===== config.mk =====
export PLATFORM = sky130hd
export DESIGN_NAME = buffer_reader
export DESIGN_NICKNAME = d
export VERILOG_FILES = /design/src/rtl/buffer_reader.sv
export SDC_FILE = /design/constraint.sdc
export NUM_CORES = 1
export LEC_CHECK = 0
export CELL_PAD_IN_SITES_DETAIL_PLACEMENT = 1
export CELL_PAD_IN_SITES_GLOBAL_PLACEMENT = 2
export CORE_MARGIN = 1.5
export CORE_UTILIZATION = 27
export DETAILED_ROUTE_END_ITERATION = 6
export PLACE_DENSITY = 0.86
export SLEW_MARGIN = 20
export SYNTH_ARGS = -nofsm -noshare
export SYNTH_HDL_FRONTEND = slang
export SYNTH_SLANG_ARGS = --single-unit

===== constraint.sdc =====
create_clock -name aclk -period 3.7 [get_ports aclk]
set_input_delay 0.555 -clock aclk [delete_from_list [all_inputs] [get_ports aclk]]
set_output_delay 0.555 -clock aclk [all_outputs]
set_load 0.01 [all_outputs]

===== src/rtl/buffer_reader.sv =====
// buffer_reader: claims the newest ready buffer from the sync manager, then streams
// 2^log_length words from memory via AXI4 INCR read bursts to an AXI4-Stream master.
// One burst is outstanding at a time. Read data passes to the stream with zero latency.
module buffer_reader #(
  parameter int MM_ADDR_WIDTH = 32,
  parameter int DATA_WIDTH    = 32,
  parameter int MAX_BURST_LEN = 16
) (
  input  logic                     aclk,
  input  logic                     areset,
  input  logic                     start,
  input  logic [4:0]               log_length,
  output logic                     request,
  input  logic [MM_ADDR_WIDTH-1:0] read_buffer,
  output logic                     busy,
  output logic                     done,
  output logic                     error,
  output logic [MM_ADDR_WIDTH-1:0] m_axi_araddr,
  output logic [7:0]               m_axi_arlen,
  output logic [2:0]               m_axi_arsize,
  output logic [1:0]               m_axi_arburst,
  output logic                     m_axi_arvalid,
  input  logic                     m_axi_arready,
  input  logic [DATA_WIDTH-1:0]    m_axi_rdata,
  input  logic [1:0]               m_axi_rresp,
  input  logic                     m_axi_rlast,
  input  logic                     m_axi_rvalid,
  output logic                     m_axi_rready,
  output logic [DATA_WIDTH-1:0]    m_axis_tdata,
  output logic                     m_axis_tlast,
  output logic                     m_axis_tvalid,
  input  logic                     m_axis_tready
);

  localparam int BYTES      = DATA_WIDTH / 8;
  localparam int BYTE_SHIFT = $clog2(BYTES);

  typedef enum logic [2:0] {
    S_IDLE,
    S_REQ,
    S_LATCH,
    S_ADDR,
    S_DATA,
    S_DONE
  } state_t;

  state_t                   state_q, state_d;
  logic [31:0]              words_q;
  logic [31:0]              remaining_q;
  logic [MM_ADDR_WIDTH-1:0] addr_q;
  logic [7:0]               arlen_q;
  logic [7:0]               beat_cnt_q;
  logic                     error_q;

  logic                     start_ok;
  logic                     in_data;
  logic                     r_fire;
  logic                     last_of_burst;
  logic                     burst_end;
  logic [31:0]              remaining_next;
  logic [MM_ADDR_WIDTH-1:0] burst_bytes;

  // Beats in the next burst, minus one: min(MAX_BURST_LEN, n) - 1, with n >= 1.
  function automatic logic [7:0] burst_arlen(input logic [31:0] n);
    if (n >= 32'(MAX_BURST_LEN)) return 8'(MAX_BURST_LEN - 1);
    else                         return 8'(n - 32'd1);
  endfunction

  assign start_ok       = (state_q == S_IDLE) && start;
  assign in_data        = (state_q == S_DATA);
  assign r_fire         = in_data && m_axi_rvalid && m_axis_tready;
  assign last_of_burst  = (beat_cnt_q == arlen_q);
  assign burst_end      = r_fire && last_of_burst;
  assign remaining_next = remaining_q - 32'd1;
  assign burst_bytes    = (MM_ADDR_WIDTH'(arlen_q) + MM_ADDR_WIDTH'(1)) << BYTE_SHIFT;

  // State register.
  always_ff @(posedge aclk or posedge areset) begin
    // NOTE: clocked state uses non-blocking assignments so every register samples pre-edge values.
    if (areset) state_q <= S_IDLE;
    else        state_q <= state_d;
  end

  // Next-state logic; burst boundaries follow the beat counter, never rlast.
  always_comb begin
    // NOTE: default first so every path assigns state_d and no latch is inferred.
    state_d = state_q;
    case (state_q)
      S_IDLE:  if (start) state_d = S_REQ;
      S_REQ:   state_d = S_LATCH;
      S_LATCH: state_d = S_ADDR;
      S_ADDR:  if (m_axi_arready) state_d = S_DATA;
      S_DATA:  if (burst_end) state_d = (remaining_next != 32'd0) ? S_ADDR : S_DONE;
      S_DONE:  state_d = S_IDLE;
      default: state_d = S_IDLE;
    endcase
  end

  // Read bookkeeping: length, address, remaining words, beat count, sticky error.
  always_ff @(posedge aclk or posedge areset) begin
    if (areset) begin
      words_q     <= '0;
      remaining_q <= '0;
      addr_q      <= '0;
      arlen_q     <= '0;
      beat_cnt_q  <= '0;
      error_q     <= 1'b0;
    end else begin
      if (start_ok) begin
        words_q <= 32'd1 << log_length;
        error_q <= 1'b0;
      end
      // The sync manager has swapped buffers by now, so read_buffer is the claimed one.
      if (state_q == S_LATCH) begin
        remaining_q <= words_q;
        addr_q      <= read_buffer;
        arlen_q     <= burst_arlen(words_q);
      end
      if ((state_q == S_ADDR) && m_axi_arready) beat_cnt_q <= '0;
      if (r_fire) begin
        remaining_q <= remaining_next;
        beat_cnt_q  <= beat_cnt_q + 8'd1;
        if ((m_axi_rresp != 2'b00) || (m_axi_rlast != last_of_burst)) error_q <= 1'b1;
      end
      if (burst_end) begin
        addr_q <= addr_q + burst_bytes;
        if (remaining_next != 32'd0) arlen_q <= burst_arlen(remaining_next);
      end
    end
  end

  assign request       = (state_q == S_REQ);
  assign busy          = (state_q != S_IDLE);
  assign done          = (state_q == S_DONE);
  assign error         = error_q;

  assign m_axi_araddr  = addr_q;
  assign m_axi_arlen   = arlen_q;
  assign m_axi_arsize  = 3'(BYTE_SHIFT);
  assign m_axi_arburst = 2'b01;
  assign m_axi_arvalid = (state_q == S_ADDR);

  assign m_axi_rready  = in_data && m_axis_tready;
  assign m_axis_tdata  = m_axi_rdata;
  assign m_axis_tvalid = in_data && m_axi_rvalid;
  assign m_axis_tlast  = in_data && m_axi_rvalid && (remaining_q == 32'd1);

endmodule


==> results of run 1 <==
==> final timing paths <==
| path | from | endpoint | slack, ns | depth (start not counted) |
|---|---|---|---|---|
| min in group asynchronous | areset | beat_cnt_q[2] | 0.62 | 2 |
| min | m_axi_araddr[0] | m_axi_araddr[0] | 0.48 | 2 |
| min reg2reg | m_axi_araddr[0] | m_axi_araddr[0] | 0.48 | 2 |
| max reg2reg | m_axi_arlen[0] | m_axi_araddr[23] | 0.48 | 11 |
| max in group asynchronous | areset | remaining_q[8] | 2.19 | 3 |
| max | remaining_q[14] | m_axis_tlast | 0.32 | 5 |
==> sequential cells by signal, summed over array words and instances, names as in the netlist <==
name          count
m_axi_araddr     32
words_q          32
beat_cnt_q        8
state_q           3
error             1
m_axi_arlen       8
remaining_q      32
==> layout make-up <==
cell class	instances	area, sq um
tap	341	426.7
multi-input combinational	653	3935
timing repair buffer	113	1081
fill	3160	17880
inverter	17	66.31
clock buffer	17	425.4
sequential	116	2903
clock inverter	15	160.2
==> per-stage QoR <==
stage               power [mW]  instances  cell area (sq um)  hold slack, ns
finish                   7.997       1272               8997          0.4781
global route             8.597       1272               8997          0.5282
CTS                      8.046       1272               8997          0.4897
detailed placement       6.317       1240               8412          0.4807
global placement         6.190       1240               8409          0.4628
floorplan                4.898        868               7365          0.4600
==> logic make-up after synthesis <==
group	after synthesis	share of synthesized area
AO/OA/AOI/OAI	226	0.2062
XOR/XNOR	38	0.04526
adder cells (fa/ha/maj)	18	0.03165
buffers and inverters	99	0.07334
flip-flops	116	0.3948
other	2	0.001021
AND/OR/NAND/NOR	366	0.2477
==> cells in the final DEF, fill, tap and decap left out, types with 17 or more instances in the layout <==
| cell | n |
|---|---|
| a21oi_1 | 44 |
| nand3_1 | 37 |
| ha_1 | 17 |
| xor2_1 | 22 |
| nor2_1 | 75 |
| dfrtp_1 | 116 |
| nand2_1 | 120 |
| o21ai_0 | 63 |
| nor3_1 | 21 |
| clkdlybuf4s50_1 | 93 |
| buf_4 | 20 |
| nor4_1 | 18 |
| clkbuf_16 | 17 |
==> cell usage after synthesis (all sizes together), types with 8 or more instances <==
cell type	n
ha	17
nand2	122
nor4	22
buf	47
o22ai	16
o211ai	8
o311ai	8
nor2	77
and2	11
a21o	9
inv	17
o21ai	66
a311oi	9
a22oi	10
a21oi	44
xor2	22
clkbuf	35
dfrtp	116
xnor2	16
or3	10
nand4	16
and3	16
nor3	21
nand3	37
==> worst max-delay path, delay by kind of cell (launching register included) <==
kind | cells | cell delay [ns]
buffers and inverters | 1 | 0.66
flip-flops | 1 | 0.46
AND/OR/NAND/NOR | 4 | 1.31
==> power groups by stage <==
stage	clock network (mW)	registers [mW]	logic (mW)
after floorplan	0	2.26	2.64
after global placement	0	2.48	3.71
after detailed placement	0	2.50	3.82
after CTS	1.71	2.49	3.85
after global routing	1.76	2.58	4.25
final	1.68	2.50	3.82
==> routing by layer <==
layer / track usage / up-vias / wire length (um)
met2: 0.2795 / 151 / 10910
met4: 0.05249 / 0 / 335
met3: 0.02891 / 20 / 984
li1: - / 3223 / -
met5: 0 / - / 0
met1: 0.2373 / 3434 / 11610
==> impl_metrics.yaml, run 1 <==
timing:
  slew_headroom: 0.4873
  hold_violations: 0
  finalCriticalPeriod_ns: 3.385
  fin_ws_ns: 0.3150
  setup_violations: 0
  fin_crit_sh: 0.9149
  fmax_mhz: 295.4
  clock_skew_ns: 0.02241
  rsz0062_at_grt: "false"
  tns_ns: 0
  worst_slew_pin_slew_ns: 0.7682
  finalMaxSlewViolations: 0
route:
  drc: 0
  wl_mm: 23.84
  dr.pass1.iters: 5
  num_vias: 6828
  ant_nets: 0
  drtIter0Drc: 452
  viasPerCell: 5.368
  wire_per_inst_um: 18.75
logic_synthesis:
  synth_top_area_cell: "dfrtp_1"
  synth_cell_types: 72
  syn_inst: 865
  ys_seq_area_frac: 0.3948
  avgSynthCellArea_sq_um: 8.501
  ys_seq_elements: 116
  synthFlopType: "dfrtp_1"
  async_flop_share: 1.000
  synthTopCellsByArea: "dfrtp_1 39%, nand2_1 6.1%, o21ai_0 4.3%, nor2_1 3.9%, buf_4 3.8%"
  netlist.area_leader.share: 0.3948
  syn_area_sq_um: 7353
  synth_edf_count: 0
  yosys_warnings: 0
setup_path:
  cp_max_fo: 6
  path_class: "reg -> out"
  worstSetupStartpointType: "flip-flop"
  worstPathRequired_ns: 3.14
  max_stage_delay_ns: 0.66
  path_cells: "nor4_2, and2_1, nand3_1, nor4_1, clkdlybuf4s50_1"
  critPathArrivalTime_ns: 2.83
  end_kind: "output port"
  crit_slowest_cell: "clkdlybuf4s50_1"
floorplan:
  fp.dieArea_sq_um: 28230
  start_util: 0.2736
  die_h_um: 168.0
  io_pins: 163
  core-area_sq_um: 26880
  rows: 60
  die_w_um: 168.0
cts:
  cts_hold_buf: 0
  cts_num_sinks: 116
  clockBufferDepth: 2
  path_clk_slew_ns: 0.06
  cts_resized: 0
  cts-htree-levels: 4
  ctsRootBufferMaster: "clkbuf_16"
  cts_tree: "built"
  numCtsBuffers: 17
  cts_setup_buffers: 0
  clock_latency_ns: 0.43
cells_and_area:
  area_growth_pct: 22.36
  final_layout_size_suffix_gt1_frac: 0.08808
  n_antenna_cell: 0
  fin_util: 0.3348
  finalNetCount: 1014
power_and_ir_drop:
  internal-power_mw: 4.389
  clkPwrFrac: 0.210
  swShare: 0.4512
  p_switching_mw: 3.608
  p_leak_nw: 3.640
  p_per_area_nw_per_um2: 888.9
  seqPwrFrac: 0.312
  peakVddDrop_uv: 311.0
  power_frac_comb: 0.478
place:
  port_buffers: 93
  post-place-ws_ns: 0.4757
  finalWeightedCongestion: 0.8817
  dp_hpwl_mm: 17.25
grt:
  grt_pass1_wl_mm: 38.90
  antenna_found_initial: 0
  grt_pass1_vias: 7029
  grt_max_degree: 56
  grt-ovfl-total: 0
  track_usage: 0.1732
run:
  drv_cap: 0
hold_path:
  hp-class: "reg -> reg"
run_status:
  status: "complete, no violations"
No activity file was read; power rests on OpenSTA's default activity.
==> run 2, diff against run 1 <==
--- a/config.mk
+++ b/config.mk
@@ -11,6 +11,7 @@
 export CORE_UTILIZATION = 27
 export DETAILED_ROUTE_END_ITERATION = 6
 export PLACE_DENSITY = 0.86
+export SKIP_CTS_REPAIR_TIMING = 1
 export SLEW_MARGIN = 20
 export SYNTH_ARGS = -nofsm -noshare
 export SYNTH_HDL_FRONTEND = slang
==> results of run 2 <==
Final layout, timing and power as in run 1 (identical DEF).
==> run 3, diff against run 2 <==
--- a/config.mk
+++ b/config.mk
@@ -10,6 +10,7 @@
 export CORE_MARGIN = 1.5
 export CORE_UTILIZATION = 27
 export DETAILED_ROUTE_END_ITERATION = 6
+export HOLD_SLACK_MARGIN = 0.06
 export PLACE_DENSITY = 0.86
 export SKIP_CTS_REPAIR_TIMING = 1
 export SLEW_MARGIN = 20
==> results of run 3 <==
Final layout, timing and power as in run 1 (identical DEF).
